## src/rtl/mmcm_drp_pkg.sv

```systemverilog
// rtl/mmcm_drp_pkg.sv - shared types and DRP divider table for the MMCM reconfiguration sequencer
package mmcm_drp_pkg;

  localparam int ROM_MODES = 4;
  localparam int ROM_REGS  = 8;

  // One read-modify-write: bits set in mask are kept from the readback,
  // all other bits come from data.
  typedef struct packed {
    logic [6:0]  addr;
    logic [15:0] mask;
    logic [15:0] data;
  } drp_entry_t;

  typedef enum logic [3:0] {
    ST_IDLE,
    ST_ASSERT_RST,
    ST_READ,
    ST_WAIT_RD,
    ST_WRITE,
    ST_WAIT_WR,
    ST_NEXT,
    ST_RELEASE,
    ST_WAIT_LOCK,
    ST_ERROR
  } state_t;

  // Register order per mode: CLKOUT0 reg1/reg2, CLKOUT1 reg1/reg2,
  // CLKFBOUT reg1/reg2, DIVCLK, power.
  // mode 0: VCO 742.5 MHz (D=5, M=37.125), O0=5 -> 148.5, O1=15 -> 49.5
  // mode 1: VCO 742.5 MHz (D=5, M=37.125), O0=10 -> 74.25, O1=30 -> 24.75
  // mode 2: VCO 1080 MHz (D=5, M=54), O0=10 -> 108, O1=30 -> 36
  // mode 3: VCO 1000 MHz (D=5, M=50), O0=10 -> 100, O1=40 -> 25
  localparam drp_entry_t MODE_TABLE [ROM_MODES][ROM_REGS] = '{
    '{ '{7'h08, 16'h1000, 16'h00C2}, '{7'h09, 16'h8000, 16'h0080},
       '{7'h0A, 16'h1000, 16'h0207}, '{7'h0B, 16'h8000, 16'h0080},
       '{7'h14, 16'h1000, 16'h04D2}, '{7'h15, 16'h8000, 16'h1880},
       '{7'h16, 16'hC000, 16'h20C2}, '{7'h28, 16'h0000, 16'hFFFF} },
    '{ '{7'h08, 16'h1000, 16'h0145}, '{7'h09, 16'h8000, 16'h0000},
       '{7'h0A, 16'h1000, 16'h03CF}, '{7'h0B, 16'h8000, 16'h0000},
       '{7'h14, 16'h1000, 16'h04D2}, '{7'h15, 16'h8000, 16'h1880},
       '{7'h16, 16'hC000, 16'h20C2}, '{7'h28, 16'h0000, 16'hFFFF} },
    '{ '{7'h08, 16'h1000, 16'h0145}, '{7'h09, 16'h8000, 16'h0000},
       '{7'h0A, 16'h1000, 16'h03CF}, '{7'h0B, 16'h8000, 16'h0000},
       '{7'h14, 16'h1000, 16'h06DB}, '{7'h15, 16'h8000, 16'h0000},
       '{7'h16, 16'hC000, 16'h20C2}, '{7'h28, 16'h0000, 16'hFFFF} },
    '{ '{7'h08, 16'h1000, 16'h0145}, '{7'h09, 16'h8000, 16'h0000},
       '{7'h0A, 16'h1000, 16'h0514}, '{7'h0B, 16'h8000, 16'h0000},
       '{7'h14, 16'h1000, 16'h0659}, '{7'h15, 16'h8000, 16'h0000},
       '{7'h16, 16'hC000, 16'h20C2}, '{7'h28, 16'h0000, 16'hFFFF} }
  };

endpackage

```

## src/rtl/mmcm_drp_rom.sv

```systemverilog
// rtl/mmcm_drp_rom.sv - combinational (mode, register index) to DRP entry lookup
module mmcm_drp_rom
  import mmcm_drp_pkg::*;
#(
  parameter int MODE_W = 2,
  parameter int IDX_W  = 3
) (
  input  logic [MODE_W-1:0] mode,
  input  logic [IDX_W-1:0]  reg_idx,
  output drp_entry_t        entry
);

  logic [1:0] mode_i;
  logic [2:0] idx_i;

  // Table lookup; indices are resized to the fixed table dimensions.
  always_comb begin
    mode_i = 2'(mode);
    idx_i  = 3'(reg_idx);
    entry  = MODE_TABLE[mode_i][idx_i];
  end

endmodule

```

## src/rtl/mmcm_drp_reconfig.sv

```systemverilog
// rtl/mmcm_drp_reconfig.sv - MMCM divider reprogramming sequencer over DRP
module mmcm_drp_reconfig
  import mmcm_drp_pkg::*;
#(
  parameter int NUM_MODES    = 4,
  parameter int NUM_REGS     = 8,
  parameter int LOCK_TIMEOUT = 100000,
  parameter int DRDY_TIMEOUT = 64,
  parameter int MODE_W       = (NUM_MODES > 1) ? $clog2(NUM_MODES) : 1
) (
  input  logic              clk_in_100,
  input  logic              reset_n,
  input  logic              reconfig_req,
  input  logic [MODE_W-1:0] mode_sel,
  output logic              busy,
  output logic              done,
  output logic              error,
  output logic [MODE_W-1:0] current_mode,
  output logic              locked,
  output logic              mmcm_rst,
  output logic [6:0]        drp_daddr,
  output logic [15:0]       drp_di,
  output logic              drp_den,
  output logic              drp_dwe,
  input  logic [15:0]       drp_do,
  input  logic              drp_drdy,
  input  logic              mmcm_locked
);

  localparam int IDX_W = (NUM_REGS > 1) ? $clog2(NUM_REGS) : 1;
  localparam int DT_W  = $clog2(DRDY_TIMEOUT + 1);
  localparam int LT_W  = $clog2(LOCK_TIMEOUT + 1);

  state_t            state, state_nxt;
  logic [MODE_W-1:0] mode_q;
  logic [IDX_W-1:0]  reg_idx;
  logic [DT_W-1:0]   drdy_tmr;
  logic [LT_W-1:0]   lock_tmr;
  logic [1:0]        lock_sync;
  logic              lock_s;
  logic              accept;
  logic              mode_ok;
  drp_entry_t        entry;

  mmcm_drp_rom #(.MODE_W(MODE_W), .IDX_W(IDX_W)) u_rom (
    .mode    (mode_q),
    .reg_idx (reg_idx),
    .entry   (entry)
  );

  assign lock_s = lock_sync[1];
  assign locked = lock_s & ~busy;

  // Two-flop synchroniser for the raw MMCM LOCKED.
  always_ff @(posedge clk_in_100 or negedge reset_n) begin
    if (!reset_n) lock_sync <= 2'b00;
    else          lock_sync <= {lock_sync[0], mmcm_locked};
  end

  // FSM state register.
  always_ff @(posedge clk_in_100 or negedge reset_n) begin
    if (!reset_n) state <= ST_IDLE;
    else          state <= state_nxt;
  end

  // Next-state decode plus DRP strobes; den is a state decode so it can only
  // be high in READ or WRITE, never while a response is outstanding.
  always_comb begin
    state_nxt = state;
    accept    = 1'b0;
    drp_den   = 1'b0;
    drp_dwe   = 1'b0;
    drp_daddr = '0;
    mode_ok   = (int'(mode_sel) < NUM_MODES);
    if (state inside {ST_READ, ST_WAIT_RD, ST_WRITE, ST_WAIT_WR}) drp_daddr = entry.addr;
    case (state)
      ST_IDLE: begin
        if (reconfig_req) begin
          accept    = 1'b1;
          state_nxt = mode_ok ? ST_ASSERT_RST : ST_ERROR;
        end
      end
      ST_ASSERT_RST: state_nxt = ST_READ;
      ST_READ: begin
        drp_den   = 1'b1;
        state_nxt = ST_WAIT_RD;
      end
      ST_WAIT_RD: begin
        if (drp_drdy) state_nxt = ST_WRITE;
        else if (drdy_tmr == DT_W'(DRDY_TIMEOUT - 1)) state_nxt = ST_ERROR;
      end
      ST_WRITE: begin
        drp_den   = 1'b1;
        drp_dwe   = 1'b1;
        state_nxt = ST_WAIT_WR;
      end
      ST_WAIT_WR: begin
        if (drp_drdy) state_nxt = ST_NEXT;
        else if (drdy_tmr == DT_W'(DRDY_TIMEOUT - 1)) state_nxt = ST_ERROR;
      end
      ST_NEXT: state_nxt = (reg_idx == IDX_W'(NUM_REGS - 1)) ? ST_RELEASE : ST_READ;
      ST_RELEASE: state_nxt = ST_WAIT_LOCK;
      ST_WAIT_LOCK: begin
        if (lock_s) state_nxt = ST_IDLE;
        else if (lock_tmr == LT_W'(LOCK_TIMEOUT - 1)) state_nxt = ST_ERROR;
      end
      ST_ERROR: state_nxt = ST_IDLE;
      default:  state_nxt = ST_IDLE;
    endcase
  end

  // Sequencing datapath: mode capture, register index, timers and merged write data.
  always_ff @(posedge clk_in_100 or negedge reset_n) begin
    if (!reset_n) begin
      mode_q   <= '0;
      reg_idx  <= '0;
      drdy_tmr <= '0;
      lock_tmr <= '0;
      drp_di   <= '0;
    end else begin
      if (accept) begin
        mode_q  <= mode_sel;
        reg_idx <= '0;
      end
      if (state == ST_NEXT && state_nxt == ST_READ) reg_idx <= reg_idx + 1'b1;
      if (state == ST_READ || state == ST_WRITE) drdy_tmr <= '0;
      else if (state == ST_WAIT_RD || state == ST_WAIT_WR) drdy_tmr <= drdy_tmr + 1'b1;
      if (state == ST_WAIT_RD && drp_drdy)
        drp_di <= (drp_do & entry.mask) | (entry.data & ~entry.mask);
      if (state == ST_RELEASE) lock_tmr <= '0;
      else if (state == ST_WAIT_LOCK && lock_tmr != LT_W'(LOCK_TIMEOUT)) lock_tmr <= lock_tmr + 1'b1;
    end
  end

  // Status outputs and the registered MMCM reset, all driven from the next state.
  always_ff @(posedge clk_in_100 or negedge reset_n) begin
    if (!reset_n) begin
      busy         <= 1'b0;
      done         <= 1'b0;
      error        <= 1'b0;
      current_mode <= '0;
      mmcm_rst     <= 1'b0;
    end else begin
      busy     <= !(state_nxt inside {ST_IDLE, ST_ERROR});
      mmcm_rst <= state_nxt inside {ST_ASSERT_RST, ST_READ, ST_WAIT_RD,
                                    ST_WRITE, ST_WAIT_WR, ST_NEXT};
      done     <= (state == ST_WAIT_LOCK) && lock_s;
      if (state == ST_WAIT_LOCK && lock_s) current_mode <= mode_q;
      if (state_nxt == ST_ERROR) error <= 1'b1;
      else if (accept)           error <= 1'b0;
    end
  end

endmodule

```

## config.mk

```make
export PLATFORM = sky130hd
export DESIGN_NAME = mmcm_drp_reconfig
export DESIGN_NICKNAME = d
export VERILOG_FILES = /design/src/rtl/mmcm_drp_pkg.sv /design/src/rtl/mmcm_drp_rom.sv /design/src/rtl/mmcm_drp_reconfig.sv
export SDC_FILE = /design/constraint.sdc
export NUM_CORES = 1
export LEC_CHECK = 0
export ABC_AREA = 1
export BUFFER_PORTS_ARGS = -buffer_cell sky130_fd_sc_hd__buf_2
export CAP_MARGIN = 20
export CORE_MARGIN = 8
export CORE_UTILIZATION = 45
export DETAILED_ROUTE_END_ITERATION = 10
export PLACE_DENSITY = 0.66
export SKIP_LAST_GASP = 1
export SYNTH_ARGS = -nofsm -noshare
export SYNTH_HDL_FRONTEND = slang
export SYNTH_SLANG_ARGS = --single-unit
export TNS_END_PERCENT = 20
```

## constraint.sdc

```tcl
create_clock -name clk_in_100 -period 5.49 [get_ports clk_in_100]
set_input_delay 0.8235 -clock clk_in_100 [delete_from_list [all_inputs] [get_ports clk_in_100]]
set_output_delay 0.8235 -clock clk_in_100 [all_outputs]
set_load 0.05 [all_outputs]
```

After elaboration in Yosys (flattened, before gate mapping)
Cells that the tools add are included.

ROM bits: 0. Input bits: 23. Bits in writable memories: 0. Flip-flop bits (word level): 57. Memories kept: 0. Bits in latches: 0. Output and inout port bits: 32.

Div/mod/pow operators: 0. Shift operators: 0. Multiply operators: 0. Multiplexer cells: 27. Add/subtract/negate cells: 3. Equal/unequal tests: 19. Reductions and logical operators: 17. Bitwise gates (word level): 8. Magnitude comparators: 2.

Operator list (count): $bmux W312 S2 (1); $mux W312 (2); $bmux W39 S3 (1); $mux W39 (2); $pmux W4 S9 (1); $mux W17 (2); $and A16 B16 Y16 (2); $eq A4 B3 Y1 const B (7); $mux W4 (6); $mux W7 (3); $add A17 B1 Y17 const B (1); $eq A17 B17 Y1 const B (1); $ne A17 B17 Y1 const B (1); $eq A4 B2 Y1 const B (4); $not A16 Y16 (1); $or A16 B16 Y16 (1); $reduce_bool A2 Y1 (5); $mux W3 (3); $eq A4 B1 Y1 const B (2); $eq A4 B4 Y1 const B (2); $logic_not A4 Y1 (2); $add A7 B1 Y7 const B (1); $eq A7 B6 Y1 const B (1); $mux W1 (6); other kinds (14) (18).

Logic depth before layout (Yosys ltp)
Gate-level depths: netlist of run 1.

Word-level depth: 10. Depth in mapped cells: 13. Gate-level depth less buffers: 13.

Hierarchy
From an unflattened synthesis of run 1, not the netlist that was laid out.

Cell total of the unflattened synthesis: 524. Area total of the unflattened synthesis: 3718.6 um^2.

Modules (own cells, without submodules): mmcm_drp_reconfig (times used 1, cells each 432, area each 3169.3 um^2); mmcm_drp_rom (times used 1, cells each 92, area each 549.3 um^2).

Worst setup path after synthesis of run 1
No wires, ideal clock.

Path type: register to output. Start: reg state[3]. End: out drp_daddr[4]. Cell stages (with the launch flop): 8. Setup slack: 2.587 ns. Data required time: 4.667 ns. Arrival time: 2.079 ns. Cells stage by stage: dfrtp_1 -> nor2_2 -> nand3_1 -> and2_4 -> nand2_8 -> inv_2 -> nor2_1 -> buf_4.

Word-level cells in the longest chain between the ends: 3. Elaborated cells on any way between the ends: 6.

RTL lines: from (decl) (line mmcm_drp_reconfig.sv:34) `state_t state, state_nxt;`; from (signal assigned) (line mmcm_drp_reconfig.sv:63) `else state <= state_nxt;`; $eq A4 B2 Y1 or $eq A4 B3 Y1 (tied branches) (line mmcm_drp_reconfig.sv:75) `if (state inside {ST_READ, ST_WAIT_RD, ST_WRITE, ST_WAIT_WR}) drp_daddr = entry.addr;`; $reduce_bool A4 Y1 (*) (line mmcm_drp_reconfig.sv:75); $mux W7 (*) (line mmcm_drp_reconfig.sv:75); to (decl) (line mmcm_drp_reconfig.sv:21) `output logic [6:0] drp_daddr,`.

Every way passes the cells marked *; elsewhere a longest branch is shown, timed or not.

Worst setup path in the final report of run 1
Start: reg state[3]. End: out drp_daddr[2].

The elaborated chain is that of the path after synthesis.

==> results of run 1 <==
[stage by stage]
step / power (mW) / hold WS, ns
floorplan: 1.40 / 0.331
global placement: 1.59 / 0.352
detailed placement: 1.61 / 0.352
CTS: 1.85 / 0.376
global route: 1.98 / 0.387
finish: 1.83 / 0.376
[synthesized netlist by cell type, drive strengths merged]
master,number
o21ai,34
a211oi,1
a31oi,1
o22a,1
a22o,1
nand3b,1
clkbuf,1
clkinv,1
nand2,115
o311ai,1
o21a,2
inv,60
and2,1
nand4,12
a21oi,13
ha,14
nand3,29
nor3,11
o31ai,1
buf,7
nor2,50
a2bb2oi,3
xor2,8
o211ai,2
dfrtp,56
conb,1
[per-layer routing]
layer	vias to the layer above	wire length, um	track usage
met5	-	0	0
met4	0	30	0.0305
met3	2	342	0.0259
met2	52	3490	0.254
met1	1322	3340	0.177
li1	1452	-	-
[final timing paths]
check,to,slack (ns)
max reg2reg,busy$_DFF_PN0_,3.52
min,lock_sync[1]$_DFF_PN0_,0.38
max,drp_daddr[2],2.78
min reg2reg,lock_sync[1]$_DFF_PN0_,0.38
max in group asynchronous,lock_tmr[5]$_DFFE_PN0P_,4.36
min in group asynchronous,drdy_tmr[6]$_DFFE_PN0P_,0.64
[where the power goes]
group / leakage [nW] / internal, mW / switching [mW] / total (mW)
clock network: 0.0404 / 0.0908 / 0.139 / 0.230
logic: 1.09 / 0.268 / 0.728 / 0.995
registers: 0.728 / 0.513 / 0.0874 / 0.600
total: 1.86 / 0.872 / 0.954 / 1.83
[critical path, delay by kind of cell (launching register included)]
kind	cells	cell delay [ns]
DFF	1	0.47
buffers and inverters	2	0.33
and+or+nand+nor	5	0.78
[state kept, by name, summed over array words and instances, names as in the netlist]
name          flops
drdy_tmr          7
done              1
lock_sync         2
reg_idx           3
error             1
state             4
current_mode      2
mmcm_rst          1
mode_q            2
drp_di           15
busy              1
lock_tmr         17
[cells by family (layout without fill, tap and decap cells)]
logic type      Yosys count  after routing  share of synthesized area
compound gates           60             60                      0.109
xor+xnor                  8              8                     0.0209
fa+ha+maj                14             14                     0.0523
buf+inv                  69            110                     0.0874
flops                    56             56                      0.419
other cells               1              1                    0.00112
simple gates            219            219                      0.311
[area by class of cell]
class / count / area [sq um]
clock buffer: 5 / 68.8
clock inverter: 3 / 23.8
fill: 721 / 3500
inverter: 61 / 234
multi-input combinational: 302 / 1650
sequential: 56 / 1400
tap: 99 / 124
timing repair buffer: 41 / 208
[layout by cell type, fill, tap and decap left out, types with 2 or more instances in the layout]
cell type / count
ha_1: 14
o21ai_1: 9
a21oi_2: 4
nand2_2: 7
inv_2: 12
nand2_1: 104
inv_4: 2
clkbuf_8: 5
xor2_1: 8
nor2_1: 40
a2bb2oi_1: 3
nand3_2: 3
nor3_1: 9
o21a_1: 2
nor2_4: 2
nand2_4: 3
inv_1: 46
buf_2: 40
dfrtp_1: 56
nand4_1: 12
nand3_1: 26
a21oi_1: 9
nor2_2: 7
clkinvlp_4: 2
nor3_2: 2
o21ai_0: 25
==> flow_metrics.tcl, run 1 <==
set metrics [dict create \
    outcome "finished, final reports clean" \
    synth_cells 427 \
    slew_violations 0 \
    ctsLongestPathBuffers 2 \
    hold_path_class "reg2reg" \
    drc 0 \
    pre_cts_slack_ns 3.11 \
    postSynthRegisterBits 56 \
    power.leakage_nw 1.86 \
    syn-cell-area_sq_um 3350 \
    instances_no_fill 567 \
    rsz0062_at_grt "false" \
    io_pins 55 \
    grt_max_degree 57 \
    required_ns 4.67 \
    initial_core_util 0.464 \
    synth.distinct_cells 41 \
    drt.antenna.violating_nets 0 \
    setup_tns_ns 0 \
    cts_sinks 56 \
    grt_pass1_wl_um 12300 \
    final_area_sq_um 3710 \
    cts_hold_buf 0 \
    postCtsSetupBuffers 0 \
    postSynthAreaPerCell_sq_um 7.84 \
    drive_above_1_share 0.205 \
    clock_latency_ns 0.31 \
    dieArea_sq_um 10500 \
    synth_nets 464 \
    die_w_um 102 \
    diodes 0 \
    synth_top_area_cell "dfrtp_1" \
    finalSetupViolations 0 \
    grt-ovfl-total 0 \
    criticalPathCategory "reg2out" \
    drtIter0Drc 94 \
    routed_wl_um 7200 \
    slew_headroom 0.524 \
    areaGrowthSynthToFinish_pct 10.9 \
    cp-start-kind "flop" \
    placed_cells 559 \
    cts-root-buf "clkbuf_8" \
    hold_depth 0 \
    worst_r2r_path_depth 8 \
    wire_per_inst_um 12.7 \
    grt_pass1_vias 2707 \
    yosys-top-cells-area "dfrtp_1 (42%), nand2_1 (12%), ha_1 (5.2%)" \
    cts-resized-gates 0 \
    r2r_start "reg_idx[0]$_DFFE_PN0P_" \
    ir_worst_vdd_mv 0.193 \
    first_pass_iters 4 \
    cts_tree "built" \
    cp_slowest_cell "dfrtp_1" \
    fin_nets 504 \
    vias 2828 \
    post-route-period-util 0.494 \
    period_needed_ns 2.71 \
    clkTransAtPathRegs_ns 0.10 \
    crit_start "state[3]$_DFF_PN0_" \
    hold_start "lock_sync[0]$_DFF_PN0_" \
    htree_levels 2 \
    fmax_mhz 368 \
    critPathArrivalTime_ns 1.89 \
    path_cells "nor2_2 > nand3_1 > and2_4 > nand2_8 > inv_2 > nor2_1 > buf_2" \
    routed_via_density 4.99 \
    fin_util 0.515 \
    core-area_sq_um 7210 \
    synth_top_area_frac 0.419 \
    critPathCaptureType "output port" \
    dieHeight_um 102 \
    cp_max_fo 7 \
    critPathMaxStageDelay_ns 0.47 \
    fin_skew_ns 0.0168 \
    cts_buffers 5 \
    antenna_found_initial 0 \
    hpwl_um 5440 \
    hold_viol 0 \
    fin_ws_ns 2.78 \
    place.port_buffers 40 \
    gp_congestion 0.857 \
    fp-row-count 31 \
    grtUsageTotal 0.144 \
    p_per_area_nw_per_um2 492 \
    synth-seq-area-share 0.419 \
    tightest_slew_ns 0.714 \
    place_area_sq_um 3620 \
    ys_warn_count 0 \
    drv_cap 0 \
]
(Power assumes the default switching activity.)
==> run 2, diff against run 1 <==
--- a/config.mk
+++ b/config.mk
@@ -5,13 +5,13 @@
 export SDC_FILE = /design/constraint.sdc
 export NUM_CORES = 1
 export LEC_CHECK = 0
-export ABC_AREA = 1
+export ABC_AREA = 0
 export BUFFER_PORTS_ARGS = -buffer_cell sky130_fd_sc_hd__buf_2
 export CAP_MARGIN = 20
 export CORE_MARGIN = 8
 export CORE_UTILIZATION = 45
 export DETAILED_ROUTE_END_ITERATION = 10
-export PLACE_DENSITY = 0.66
+export PLACE_DENSITY = 0.67
 export SKIP_LAST_GASP = 1
 export SYNTH_ARGS = -nofsm -noshare
 export SYNTH_HDL_FRONTEND = slang
==> constraint.sdc (replaced) <==
create_clock -name clk_in_100 -period 2.54 [get_ports clk_in_100]
set_input_delay 0.381 -clock clk_in_100 [delete_from_list [all_inputs] [get_ports clk_in_100]]
set_output_delay 0.381 -clock clk_in_100 [all_outputs]
set_load 0.05 [all_outputs]
==> run 2 against run 1 <==
  * Core utilization up 0.59 points
  * Clock power increased by 130%
  * Final cell count shrank 20%
  * Sequential share of layout area is 2.6 points higher
  * Final area shrank 6.3%
  * Clock skew decreased by 0.011 ns
  * Die area fell by 7.4%
  * Count of clock-buffer cells in the layout grew 1
  * Critical path type unchanged
  * Largest cell class unchanged
  * Highest routed layer unchanged
==> flow_metrics.tcl, run 2 <==
set metrics [dict create \
    synth.distinct_cells 50 \
    max_flop_register "lock_tmr" \
    synth-seq-area-share 0.458 \
    yosys-top-cells-area "dfrtp_1 (46%), ha_1 (5.7%), o21ai_0 (5.6%)" \
    fp-row-count 30 \
    final_area_sq_um 3480 \
    synth_nets 368 \
    first_pass_iters 4 \
    postSynthRegisterBits 56 \
    crit_start "state[2]$_DFF_PN0_" \
    hpwl_um 4980 \
    routed_wl_um 6770 \
    required_ns 2.16 \
    core-area_sq_um 6680 \
    hold_viol 0 \
    slew_violations 0 \
    period_needed_ns 2.21 \
    drc 0 \
    largest_reg_flops 17 \
    switching_share 0.486 \
    diodes 0 \
    place.port_buffers 40 \
    synthTopCellsByCount "dfrtp_1 (56), nand2_1 (41), o21ai_0 (34)" \
    top_layer_used "met4" \
    dieHeight_um 98.4 \
    cts_sinks 56 \
    vias 2471 \
    initial_core_util 0.457 \
    power.leakage_nw 1.68 \
    grtUsageTotal 0.144 \
    cts_hold_buf 0 \
    place_area_sq_um 3360 \
    critPathArrivalTime_ns 1.83 \
    clkPwrFrac 0.146 \
    die_w_um 98.4 \
    pwr-share-comb 0.510 \
    p_int_mw 1.83 \
    switching_power_mw 1.73 \
    ctsLongestPathBuffers 2 \
    finalSetupViolations 0 \
    outcome "finished, final reports clean" \
    postSynthAreaPerCell_sq_um 9.23 \
    p_per_area_nw_per_um2 1020 \
    cts-root-buf "clkbuf_8" \
    wire_per_inst_um 14.9 \
    fin_skew_ns 0.00624 \
    routed_via_density 5.43 \
    clock_latency_ns 0.30 \
    cts_buffers 5 \
    r2r_start "drdy_tmr[0]$_DFFE_PN0P_" \
    reg2reg_slack_ns 0.55 \
    cts-resized-gates 0 \
    grt_pass1_wl_um 11600 \
    ir_worst_vdd_mv 0.680 \
    fin_nets 411 \
    antenna_found_initial 0 \
    hold_path_class "in2async" \
    synth_top_area_frac 0.458 \
    postCtsSetupBuffers 0 \
    criticalPathCategory "reg2out" \
    fmax_mhz 452 \
    n_fill_cell 649 \
    cts_tree "built" \
    grt_max_degree 45 \
    async_flop_share 1.00 \
    io_pins 55 \
    post-route-period-util 0.872 \
    drive_above_1_share 0.195 \
    final_cell_mix "dfrtp_1 (56), nand2_1 (40), buf_2 (40)" \
    instances_no_fill 455 \
    clkTransAtPathRegs_ns 0.10 \
    critPathCaptureType "output port" \
    wl_met2_um 3200 \
    largestRegisters "lock_tmr: 17 flops, drp_di: 15 flops, drdy_tmr: 7 flops" \
    synth_top_area_cell "dfrtp_1" \
    wl_met3_um 319 \
    drt.antenna.violating_nets 0 \
    power.share.sequential 0.344 \
    final_common_cell "dfrtp_1" \
    cp_max_fo 16 \
    ys_warn_count 0 \
    drv_cap 0 \
    synth.most_common_cell "dfrtp_1" \
    gp_congestion 0.826 \
    grt-ovfl-total 0 \
    areaGrowthSynthToFinish_pct 13.8 \
    synth_cells 331 \
    wl_met1_um 3200 \
    setup_tns_ns 0 \
    syn-cell-area_sq_um 3060 \
    synth-main-ff-cell "dfrtp_1" \
    placed_cells 446 \
    drtIter0Drc 75 \
    htree_levels 2 \
    rsz0062_at_grt "false" \
    grt_pass1_vias 2420 \
    cp-start-kind "flop" \
    synth-edff-count 0 \
    dieArea_sq_um 9690 \
]
## run 2: changes by cell type after synthesis, moves of 12 or more
cell     before  now
nor2_1       40   22
a21oi_1       9   21
nand3_1      26   10
inv_2        12    0
inv_1        46   21
nand2_1     104   41
## run 2: worst paths after layout
check | to | cells past startpoint
hold reg to reg | lock_sync[1]$_DFF_PN0_ | 0
setup reg to reg | mmcm_rst$_DFF_PN0_ | 6
setup / recovery | drp_daddr[1] | 4
min in group clk_in_100 | lock_sync[0]$_DFF_PN0_ | 1
max in group asynchronous | drp_di[11]$_DFFE_PN0P_ | 3
hold / removal | lock_tmr[14]$_DFFE_PN0P_ | 1
## run 2: final cells by class
class	instances	area (sq um)	area share
sequential	56	1400	0.403
clock buffer	6	82.6	0.0237
timing repair buffer	54	318	0.0914
multi-input combinational	235	1480	0.425
inverter	22	82.6	0.0237
tap	80	100	0.0288
clock inverter	2	15.0	0.00432
## run 2: cells by family (layout without fill, tap and decap cells)
kind of cell | after synthesis | after routing | synth area share
AO/OA/AOI/OAI | 74 | 74 | 0.142
XOR/XNOR | 9 | 9 | 0.0258
adder cells (fa/ha/maj) | 14 | 14 | 0.0573
buffers and inverters | 40 | 84 | 0.0585
flip-flops | 56 | 56 | 0.458
multiplexers | 13 | 13 | 0.0446
other | 1 | 1 | 0.00123
AND/OR/NAND/NOR | 124 | 124 | 0.212
## run 2: per-layer routing
layer | GRT usage | up-vias
met4 | 0.0437 | 0
met1 | 0.191 | 1172
met5 | 0 | -
met2 | 0.228 | 56
li1 | - | 1239
met3 | 0.0338 | 4
## run 2: power by group through the flow
stage          registers, mW  logic, mW  clock network (mW)
6_report                1.23       1.82               0.519
5_1_grt                 1.26       1.98               0.569
4_1_cts                 1.23       1.82               0.539
3_5_place_dp            1.24       1.81                   0
3_3_place_gp            1.23       1.78                   0
2_1_floorplan           1.55       1.05                   0
## run 2: worst max-delay path, cell delays in order (launching register included)
cell     delay (ns)
dfrtp_1        0.40
xor2_1         0.36
nand2_2        0.29
a21oi_1        0.20
buf_2          0.29
## run 2: per-stage QoR
step / setup slack, ns / util / power [mW] / hold WS [ns]
after global placement: 0.497 / 0.503 / 3.02 / 0.362
after detailed placement: 0.485 / 0.503 / 3.05 / 0.360
after CTS: 0.117 / 0.517 / 3.58 / 0.164
final: 0.325 / 0.521 / 3.56 / 0.0192
after global routing: 0.186 / 0.521 / 3.80 / 0.0495
after floorplan: 0.273 / - / 2.60 / 0.0854
